**config.mk**
```make
export PLATFORM = sky130hd
export DESIGN_NAME = regr_line_walker_flat
export DESIGN_NICKNAME = d
export VERILOG_FILES = /design/src/rtl/regr_line_walker_if.sv /design/src/rtl/regr_line_walker.sv /design/src/flat_wrapper.sv
export SDC_FILE = /design/constraint.sdc
export NUM_CORES = 1
export LEC_CHECK = 0
export BUFFER_PORTS_ARGS = -buffer_cell sky130_fd_sc_hd__buf_2
export CORE_ASPECT_RATIO = 2
export CORE_MARGIN = 2
export CORE_UTILIZATION = 48
export CTS_BUF_LIST = sky130_fd_sc_hd__clkbuf_2
export DETAILED_ROUTE_END_ITERATION = 10
export SETUP_SLACK_MARGIN = 0.05
export SLEW_MARGIN = 10
export SYNTH_ARGS = -nofsm -noshare
export SYNTH_HDL_FRONTEND = slang
export SYNTH_SLANG_ARGS = --single-unit
```
**constraint.sdc**
```tcl
create_clock -name clk_in -period 9 [get_ports clk_in]
set_input_delay 0.9 -clock clk_in [delete_from_list [all_inputs] [get_ports clk_in]]
set_output_delay 0.9 -clock clk_in [all_outputs]
set_load 0.1 [all_outputs]
```
**src/rtl/regr_line_walker_if.sv**
```systemverilog
// ============================================================================
// Module      : regr_line_walker_if
// Description : Coefficient input, point stream and status for the walker.
// Revision    : 1.0 - initial release
// ============================================================================
`default_nettype none

interface regr_line_walker_if;
    logic signed [17:0] a_in;
    logic signed [24:0] b_in;
    logic               coeff_valid_in;
    logic               ready_in;
    logic        [10:0] x_out;
    logic        [9:0]  y_out;
    logic               on_screen_out;
    logic               valid_out;
    logic               busy_out;
    logic               done_out;

    // Regression engine / overlay side: supplies the line, consumes points.
    modport master (
        output a_in, b_in, coeff_valid_in, ready_in,
        input  x_out, y_out, on_screen_out, valid_out, busy_out, done_out
    );

    // Walker side.
    modport slave (
        input  a_in, b_in, coeff_valid_in, ready_in,
        output x_out, y_out, on_screen_out, valid_out, busy_out, done_out
    );
endinterface

`default_nettype wire

```
**src/rtl/regr_line_walker.sv**
```systemverilog
// ============================================================================
// Module      : regr_line_walker
// Description : Latches a fitted line y = a + b*x and streams clamped (x, y)
//               points for x = X_START..X_END through a 2-stage pipeline.
// Revision    : 1.0 - initial release
// ============================================================================
`default_nettype none

module regr_line_walker #(
    parameter int X_START   = 0,
    parameter int X_END     = 1023,
    parameter int Y_MAX     = 767,
    parameter int FRAC_BITS = 8
) (
    input  wire logic          clk_in,
    input  wire logic          rst_in,
    regr_line_walker_if.slave  bus
);

    typedef enum logic [1:0] {
        ST_IDLE  = 2'd0,
        ST_ISSUE = 2'd1,
        ST_DRAIN = 2'd2
    } state_t;

    localparam logic        [10:0] c_X_START = 11'(X_START);
    localparam logic        [10:0] c_X_END   = 11'(X_END);
    localparam logic        [9:0]  c_Y_MAX   = 10'(Y_MAX);
    localparam logic signed [37:0] c_Y_LIMIT = 38'(Y_MAX);

    state_t r_state;
    state_t w_state_next;

    logic signed [17:0] r_a;
    logic signed [24:0] r_b;
    logic        [10:0] r_x_cnt;

    logic               r_s1_valid;
    logic signed [36:0] r_s1_prod;
    logic        [10:0] r_s1_x;

    logic               r_valid;
    logic        [10:0] r_x;
    logic        [9:0]  r_y;
    logic               r_on;
    logic               r_done;

    logic               w_latch;
    logic               w_push;
    logic               w_done_set;
    logic               w_out_stall;
    logic               w_s1_free;
    logic               w_last_hs;

    logic signed [36:0] w_b_ext;
    logic signed [36:0] w_x_ext;
    logic signed [36:0] w_prod;
    logic signed [36:0] w_shifted;
    logic signed [37:0] w_a_ext;
    logic signed [37:0] w_sh_ext;
    logic signed [37:0] w_y_full;
    logic        [9:0]  w_y_clamped;
    logic               w_on;

    // Output register holds while presented and not taken; stage 1 may still
    // fill a bubble behind it.
    assign w_out_stall = r_valid & ~bus.ready_in;
    assign w_s1_free   = ~r_s1_valid | ~w_out_stall;
    assign w_last_hs   = r_valid & bus.ready_in & (r_x == c_X_END);

    // ------------------------------------------------------------------
    // Control FSM
    // ------------------------------------------------------------------
    always_ff @(posedge clk_in or negedge rst_in) begin
        if (!rst_in) begin
            r_state <= ST_IDLE;
        end else begin
            r_state <= w_state_next;
        end
    end

    always_comb begin
        w_state_next = r_state;
        w_latch      = 1'b0;
        w_push       = 1'b0;
        w_done_set   = 1'b0;
        case (r_state)
            ST_IDLE: begin
                if (bus.coeff_valid_in) begin
                    w_latch      = 1'b1;
                    w_state_next = ST_ISSUE;
                end
            end
            ST_ISSUE: begin
                if (w_s1_free) begin
                    w_push = 1'b1;
                    if (r_x_cnt == c_X_END) begin
                        w_state_next = ST_DRAIN;
                    end
                end
            end
            ST_DRAIN: begin
                if (w_last_hs) begin
                    w_done_set   = 1'b1;
                    w_state_next = ST_IDLE;
                end
            end
            default: begin
                w_state_next = ST_IDLE;
            end
        endcase
    end

    // ------------------------------------------------------------------
    // Coefficients and x counter
    // ------------------------------------------------------------------
    always_ff @(posedge clk_in or negedge rst_in) begin
        if (!rst_in) begin
            r_a     <= '0;
            r_b     <= '0;
            r_x_cnt <= '0;
        end else if (w_latch) begin
            r_a     <= bus.a_in;
            r_b     <= bus.b_in;
            r_x_cnt <= c_X_START;
        end else if (w_push && (r_x_cnt != c_X_END)) begin
            r_x_cnt <= r_x_cnt + 11'd1;
        end
    end

    // ------------------------------------------------------------------
    // Stage 1: slope times x (x treated as non-negative)
    // ------------------------------------------------------------------
    assign w_b_ext = {{12{r_b[24]}}, r_b};
    assign w_x_ext = {26'd0, r_x_cnt};
    assign w_prod  = w_b_ext * w_x_ext;

    always_ff @(posedge clk_in or negedge rst_in) begin
        if (!rst_in) begin
            r_s1_valid <= 1'b0;
            r_s1_prod  <= '0;
            r_s1_x     <= '0;
        end else if (w_s1_free) begin
            r_s1_valid <= w_push;
            if (w_push) begin
                r_s1_prod <= w_prod;
                r_s1_x    <= r_x_cnt;
            end
        end
    end

    // ------------------------------------------------------------------
    // Stage 2: intercept add and screen clamp. The arithmetic shift floors
    // toward minus infinity, so small negative slopes step down at x=1.
    // ------------------------------------------------------------------
    assign w_shifted = r_s1_prod >>> FRAC_BITS;
    assign w_a_ext   = {{20{r_a[17]}}, r_a};
    assign w_sh_ext  = {w_shifted[36], w_shifted};
    assign w_y_full  = w_a_ext + w_sh_ext;

    always_comb begin
        w_y_clamped = w_y_full[9:0];
        w_on        = 1'b1;
        if (w_y_full[37]) begin
            w_y_clamped = 10'd0;
            w_on        = 1'b0;
        end else if (w_y_full > c_Y_LIMIT) begin
            w_y_clamped = c_Y_MAX;
            w_on        = 1'b0;
        end
    end

    always_ff @(posedge clk_in or negedge rst_in) begin
        if (!rst_in) begin
            r_valid <= 1'b0;
            r_x     <= '0;
            r_y     <= '0;
            r_on    <= 1'b0;
        end else if (!w_out_stall) begin
            r_valid <= r_s1_valid;
            if (r_s1_valid) begin
                r_x  <= r_s1_x;
                r_y  <= w_y_clamped;
                r_on <= w_on;
            end
        end
    end

    always_ff @(posedge clk_in or negedge rst_in) begin
        if (!rst_in) begin
            r_done <= 1'b0;
        end else begin
            r_done <= w_done_set;
        end
    end

    assign bus.x_out         = r_x;
    assign bus.y_out         = r_y;
    assign bus.on_screen_out = r_on;
    assign bus.valid_out     = r_valid;
    assign bus.busy_out      = (r_state != ST_IDLE);
    assign bus.done_out      = r_done;

endmodule

`default_nettype wire
```
**src/flat_wrapper.sv**
```systemverilog
// flat-port wrapper written by rule: the top's interface ports become plain ports
module regr_line_walker_flat 
#(
    parameter int X_START   = 0,
    parameter int X_END     = 1023,
    parameter int Y_MAX     = 767,
    parameter int FRAC_BITS = 8
)
  (clk_in, rst_in, bus_a_in, bus_b_in, bus_coeff_valid_in, bus_ready_in, bus_x_out, bus_y_out, bus_on_screen_out, bus_valid_out, bus_busy_out, bus_done_out);
  regr_line_walker_if bus_i ();
  input  wire logic clk_in;
  input  wire logic rst_in;
  input wire logic [$bits(bus_i.a_in)-1:0] bus_a_in;
  input wire logic [$bits(bus_i.b_in)-1:0] bus_b_in;
  input wire logic [$bits(bus_i.coeff_valid_in)-1:0] bus_coeff_valid_in;
  input wire logic [$bits(bus_i.ready_in)-1:0] bus_ready_in;
  output wire logic [$bits(bus_i.x_out)-1:0] bus_x_out;
  output wire logic [$bits(bus_i.y_out)-1:0] bus_y_out;
  output wire logic [$bits(bus_i.on_screen_out)-1:0] bus_on_screen_out;
  output wire logic [$bits(bus_i.valid_out)-1:0] bus_valid_out;
  output wire logic [$bits(bus_i.busy_out)-1:0] bus_busy_out;
  output wire logic [$bits(bus_i.done_out)-1:0] bus_done_out;
  assign bus_i.a_in = bus_a_in;
  assign bus_i.b_in = bus_b_in;
  assign bus_i.coeff_valid_in = bus_coeff_valid_in;
  assign bus_i.ready_in = bus_ready_in;
  assign bus_x_out = bus_i.x_out;
  assign bus_y_out = bus_i.y_out;
  assign bus_on_screen_out = bus_i.on_screen_out;
  assign bus_valid_out = bus_i.valid_out;
  assign bus_busy_out = bus_i.busy_out;
  assign bus_done_out = bus_i.done_out;
  regr_line_walker #(.X_START(X_START), .X_END(X_END), .Y_MAX(Y_MAX), .FRAC_BITS(FRAC_BITS)) u_core (.clk_in(clk_in), .rst_in(rst_in), .bus(bus_i));
endmodule
```
* Word-level counts from Yosys, hierarchy flattened
Cells that the tools add are included.
** Word-level totals
- Flip-flop bits (word level) :: 129
- Bits of input ports :: 47
- Output and inout port bits :: 25
- Word-level logic and storage cells :: 56
** Operators by class
- $add $sub $neg :: 2
- Multiply operators :: 1
- $lt $le $gt $ge :: 1
- Equality and inequality tests :: 9
- Mux-type cells :: 17
- Bitwise logic cells :: 7
- Reduce and logical (&&, ||, !) cells :: 7
** Operator list (count)
- $gt A38 B11 Y1 const B :: 1
- $mul A25 B12 Y37 :: 1
- $add A18 B29 Y30 :: 1
- $eq A11 B10 Y1 const B :: 2
- $mux W11 :: 2
- $mux W10 :: 2
- $add A11 B1 Y11 const B :: 1
- $ne A11 B10 Y1 const B :: 1
- $mux W1 :: 8
- $mux W2 :: 4
- $ne A2 B1 Y1 const B :: 3
- $pmux W2 S3 :: 1
- $reduce_and A2 Y1 :: 2
- $reduce_and A4 Y1 :: 1
- $reduce_bool A2 Y1 :: 2
- $and A1 B1 Y1 :: 3
- $not A1 Y1 :: 3
- $eq A2 B1 Y1 const B :: 1
- $eq A2 B2 Y1 const B :: 1
- $logic_not A2 Y1 :: 1
- $ne A2 B2 Y1 const B :: 1
- $logic_and A1 B1 Y1 :: 1
- $or A1 B1 Y1 :: 1

* Longest topological paths before layout
- Depth in word-level cells :: 9
- Mapped depth :: 24
- Depth with buffers taken out :: 22

* Least setup slack after synthesis
OpenSTA, ideal clock, no wires.
- Path type :: register -> register
- Start point :: reg u_core.r_x_cnt[5]
- End point :: reg u_core.r_s1_prod[30]
- Setup time :: 133 ps
- Data arrival time :: 5592 ps
- Required time :: 8867 ps
- Setup slack :: 3275 ps
- Stages on the path, launching flop included :: 23
- Path buffers :: 2
- Clock period less this slack :: 5725 ps
- Path through :: dfrtp_1 -> clkbuf_1 -> buf_1 -> nand2_1 -> fa_1 -> fa_1 -> inv_1 -> fa_1 -> fa_1 -> inv_1 -> fa_1 -> inv_1 -> ha_1 -> a21oi_1 -> nor2_1 -> a211o_1 -> a21oi_1 -> o21ai_2 -> a21o_1 -> a21o_1 -> a41oi_1 -> xor2_1 -> o21ai_0
** On the way
- Word-level cells in the longest chain between the ends :: 1
** Ends and longest elaborated chain
- from (decl) :: RTL line regr_line_walker.sv:36 : logic [10:0] r_x_cnt;
- from (signal assigned) :: RTL line regr_line_walker.sv:125 : r_x_cnt <= c_X_START;
- from (signal assigned) :: RTL line regr_line_walker.sv:127 : r_x_cnt <= r_x_cnt + 11'd1;
- $mul A25 B12 Y37 :: RTL line regr_line_walker.sv:136 : assign w_prod = w_b_ext * w_x_ext;
- to (signal assigned) :: RTL line regr_line_walker.sv:146 : r_s1_prod <= w_prod;
- to (decl) :: RTL line regr_line_walker.sv:39 : logic signed [36:0] r_s1_prod;
Every way passes these cells.
A chain may end at the register's enable or synchronous reset.

* Worst setup path in the final report
- Start point :: reg u_core.r_x_cnt[10]
- End point :: reg u_core.r_s1_prod[35]
The elaborated chain is that of the path after synthesis.

==> summary.md <==
| Metric | Value |
|---|---|
| Clock Latency Late Sink | 0.83 ns |
| Share of layout cells above drive strength 1 | 0.1164 |
| Top_reg_cell synth | dfrtp_1 |
| Hold Crit Start | bus_b_in[9] |
| Total Routing Usage GR | 0.2466 |
| Max Cap Viol | 0 |
| Vias/cell | ~5.4 |
| Ys async rst share | 1.000 |
| Top cell type's share of synthesized area | 0.3121 |
| FP Rows | 93 |
| Fin cells | 2129 |
| Port bufs | slightly above 70 |
| Worst slew pin tran | ~1.1 ns |
| Syn Std Cell Area | about 0.016 mm2 |
| DRT Wirelength | approximately 40 mm |
| Max Freq | between 0.15 and 0.2 GHz |
| Min Tclk post-route | approximately 6.3 ns |
| CP Max Fanout | 25 |
| Multi-input gate area | between 0.01 and 0.015 mm2 |
| Worst Skew | between 0.05 and 0.06 ns |
| Global-route wire length before repair | approximately 65 mm |
| Post-synth EDFFs | 0 |
| FF/Latch Area | just over 0.003 mm2 |
| NumNets Final | between 2000 and 2500 |
| Largest net degree at the start of global routing | 73 |
| Most common cell after layout, fill and taps aside | inv_1 |
| Area growth, synth to finish | 6.392% |
| Postcts setup bufs | 0 |
| Die X | around 130 um |
| Synthesized net count | a little over 2000 |
| Vias in the first global route | about 13000 |
| Placed Cells | ~2100 |
| Worst-path clk slew | 0.26 ns |
| Critical path arrival | 7.03 ns |
| DP HPWL | roughly 31 mm |
| CTS buffer count | 17 |
| Max H-tree Level | 4 |
| Worst hold-check path type | input pin to flip-flop |
| Yosys cell types | 64 |
| Final-layout fill cell count | around 3000 |
| CTS tree | done |
| Via count | 11420 |
| R2R Setup Slk | 2.74 ns |
| Met1 wire length | around 14 mm |
| Met3 wire length | roughly 1.4 mm |
| DRT antenna net count | 0 |
| Core area | ~0.032 mm2 |
| Synth top area cells | fa_1 (31%), dfrtp_1 (20%), ha_1 (8.5%) |
| Starting density of the core | 0.4850 |
| Drc violations | 0 |
| Commonest non-fill, non-tap cells in the layout | inv_1 (324), nand2_1 (248), fa_1 (242) |
| Avg WL per Cell | about 19 um |
| Synth Instances | ~1700 |
| Met2 Wirelength | 22.07 mm |
| IO Pins | a little over 70 |
| Cell taking the most area after synthesis | fa_1 |
| Place WS | about 2.8 ns |
| Critical Path Start | u_core.r_x_cnt[10]$_DFFE_PN0P_ |
| Critical path required time | 9.78 ns |
| Final hold violations | 0 |
| Kind of critical path | flip-flop to flip-flop |
| Seq cells post-synth | ~120 |
| Setup ws final | ~2.7 ns |
| Root Driver | clkbuf_2 |
| Initial antenna violation count | 1 |
| Die span in y | between 200 and 300 um |
| Fin crit share | 0.6951 |
| Crit. End Element | flip-flop |
| Global route overflow | 0 |
| RSZ-0062 raised after global routing | false |
| R2r startpoint | u_core.r_x_cnt[10]$_DFFE_PN0P_ |
| Drt initial violations | around 400 |
| # clock sinks | 121 |
| Final GP Congestion | between 0.8 and 0.9 |
| Top Metal Used | met4 |
| Die ar. | 0.03388 mm2 |
| Sequential area share after synthesis | 0.1951 |
| Final Setup Violations | 0 |
| Startpoint Class | flip-flop |
| Max-slew violations | 0 |
| Setup_tns | 0 ns |
| Clock Tree Buf Depth | 2 |
| Drt pass-1 iters | 7 |
| Synth Area per Inst | 9.316 um2 |
| Outcome | finished clean |
| Slew Limit Headroom | 0.2777 |
| Yosys warning count | 0 |
| Final Util | 0.5161 |
## routing by layer
| metal | vias to the layer above | GRT usage |
|---|---|---|
| met4 | 0 | 0.1413 |
| met1 | 5746 | 0.2546 |
| met2 | 310 | 0.4757 |
| li1 | 5229 | - |
| met3 | 132 | 0.03013 |
| met5 | - | 0 |
## sequential cells by signal (all words and copies together) (netlist names)
name / cells
u_core.r_s1_x: 11
u_core.r_a: 18
u_core.bus.on_screen_out: 1
u_core.bus.done_out: 1
u_core.r_s1_valid: 1
u_core.bus.x_out: 11
u_core.r_b: 25
u_core.bus.valid_out: 1
u_core.bus.y_out: 10
u_core.r_x_cnt: 11
u_core.r_state: 2
u_core.r_s1_prod: 29
## metrics by stage
stage          hold slack [ns]  area (um2)
4_1_cts                 0.1749       16510
6_report                0.2738       16510
3_5_place_dp            0.4585       16210
3_3_place_gp            0.4541       16210
5_1_grt                 0.1975       16510
2_1_floorplan           0.4460       15520
## critical path, cell delays in order, from the launching register on
cell and delay [ns]:
dfrtp_1 0.97, inv_1 0.26, nor2_1 0.17, ha_1 0.15, inv_1 0.05, fa_1 0.50, inv_1 0.06, fa_1 0.50
fa_1 0.54, inv_1 0.05, fa_1 0.52, inv_1 0.04, ha_1 0.32, nand4_1 0.12, a21oi_1 0.13, a21o_2 0.20
o2111ai_2 0.17, o21ai_2 0.38, a31oi_1 0.17, a31oi_1 0.44, o21a_1 0.22, nor3_1 0.07, o31ai_2 0.20
## final timing paths
| path | end | depth (start not counted) |
|---|---|---|
| worst max-delay path | u_core.r_s1_prod[35]$_DFFE_PN0P_ | 22 |
| worst min-delay path | u_core.r_b[9]$_DFFE_PN0P_ | 2 |
| worst max register to register | u_core.r_s1_prod[35]$_DFFE_PN0P_ | 22 |
| worst min register to register | u_core.bus.on_screen_out$_DFFE_PN0P_ | 2 |
| max in group asynchronous | u_core.r_a[17]$_DFFE_PN0P_ | 3 |
| min in group asynchronous | u_core.r_b[13]$_DFFE_PN0P_ | 2 |
## cell families (layout without fill, tap and decap cells)
kind of cell | after synthesis | in the layout | synth area share
and+or+nand+nor | 457 | 457 | 0.1383
buffers and inverters | 407 | 442 | 0.09907
adders and majority gates | 348 | 348 | 0.3976
AOI/OAI and AO/OA | 212 | 212 | 0.09109
DFF | 121 | 121 | 0.1951
muxes | 65 | 65 | 0.04732
xor gates and xnor gates | 56 | 56 | 0.03160
other | 0 | 1 | 0
## cell usage after synthesis, types with 3 or more instances
| cell type | instances |
|---|---|
| o21bai_1 | 7 |
| nor2b_1 | 10 |
| nand2b_1 | 8 |
| o41ai_1 | 3 |
| buf_1 | 12 |
| nand4_1 | 20 |
| a311oi_1 | 4 |
| nor2_1 | 36 |
| nor3_1 | 8 |
| fa_1 | 242 |
| a211oi_1 | 8 |
| nand2_1 | 248 |
| ha_1 | 106 |
| a31oi_1 | 8 |
| a21o_1 | 16 |
| xnor2_1 | 31 |
| o21ba_1 | 8 |
| o21ai_0 | 55 |
| a21oi_1 | 54 |
| and3_1 | 3 |
| mux2_2 | 63 |
| o21ai_1 | 6 |
| and2_1 | 92 |
| inv_1 | 324 |
| o211ai_1 | 3 |
| a211o_1 | 4 |
| clkbuf_1 | 63 |
| dfrtp_1 | 121 |
| o21a_1 | 7 |
| nor3b_1 | 3 |
| o2111ai_1 | 3 |
| buf_2 | 8 |
| o31a_1 | 4 |
| nand3_1 | 15 |
| xor2_1 | 25 |
## cell type report
| cell class | count | area share |
|---|---|---|
| Multi-Input combinational cell | 1138 | 0.6640 |
| Inverter | 324 | 0.07365 |
| Sequential cell | 121 | 0.1834 |
| Clock inverter | 15 | 0.01243 |
| Antenna cell | 1 | 0.0001515 |
| Timing Repair Buffer | 86 | 0.02887 |
| Clock buffer | 17 | 0.005152 |
| Tap cell | 427 | 0.03235 |
## what timing repair did
item,CTS,global route
gates resized for setup,0,0
hold buffers,1,0
hold endpoints to repair,41,0
Power is not shown: default switching activity piles up to over one toggle a cycle in this logic, so the estimate is an artifact.
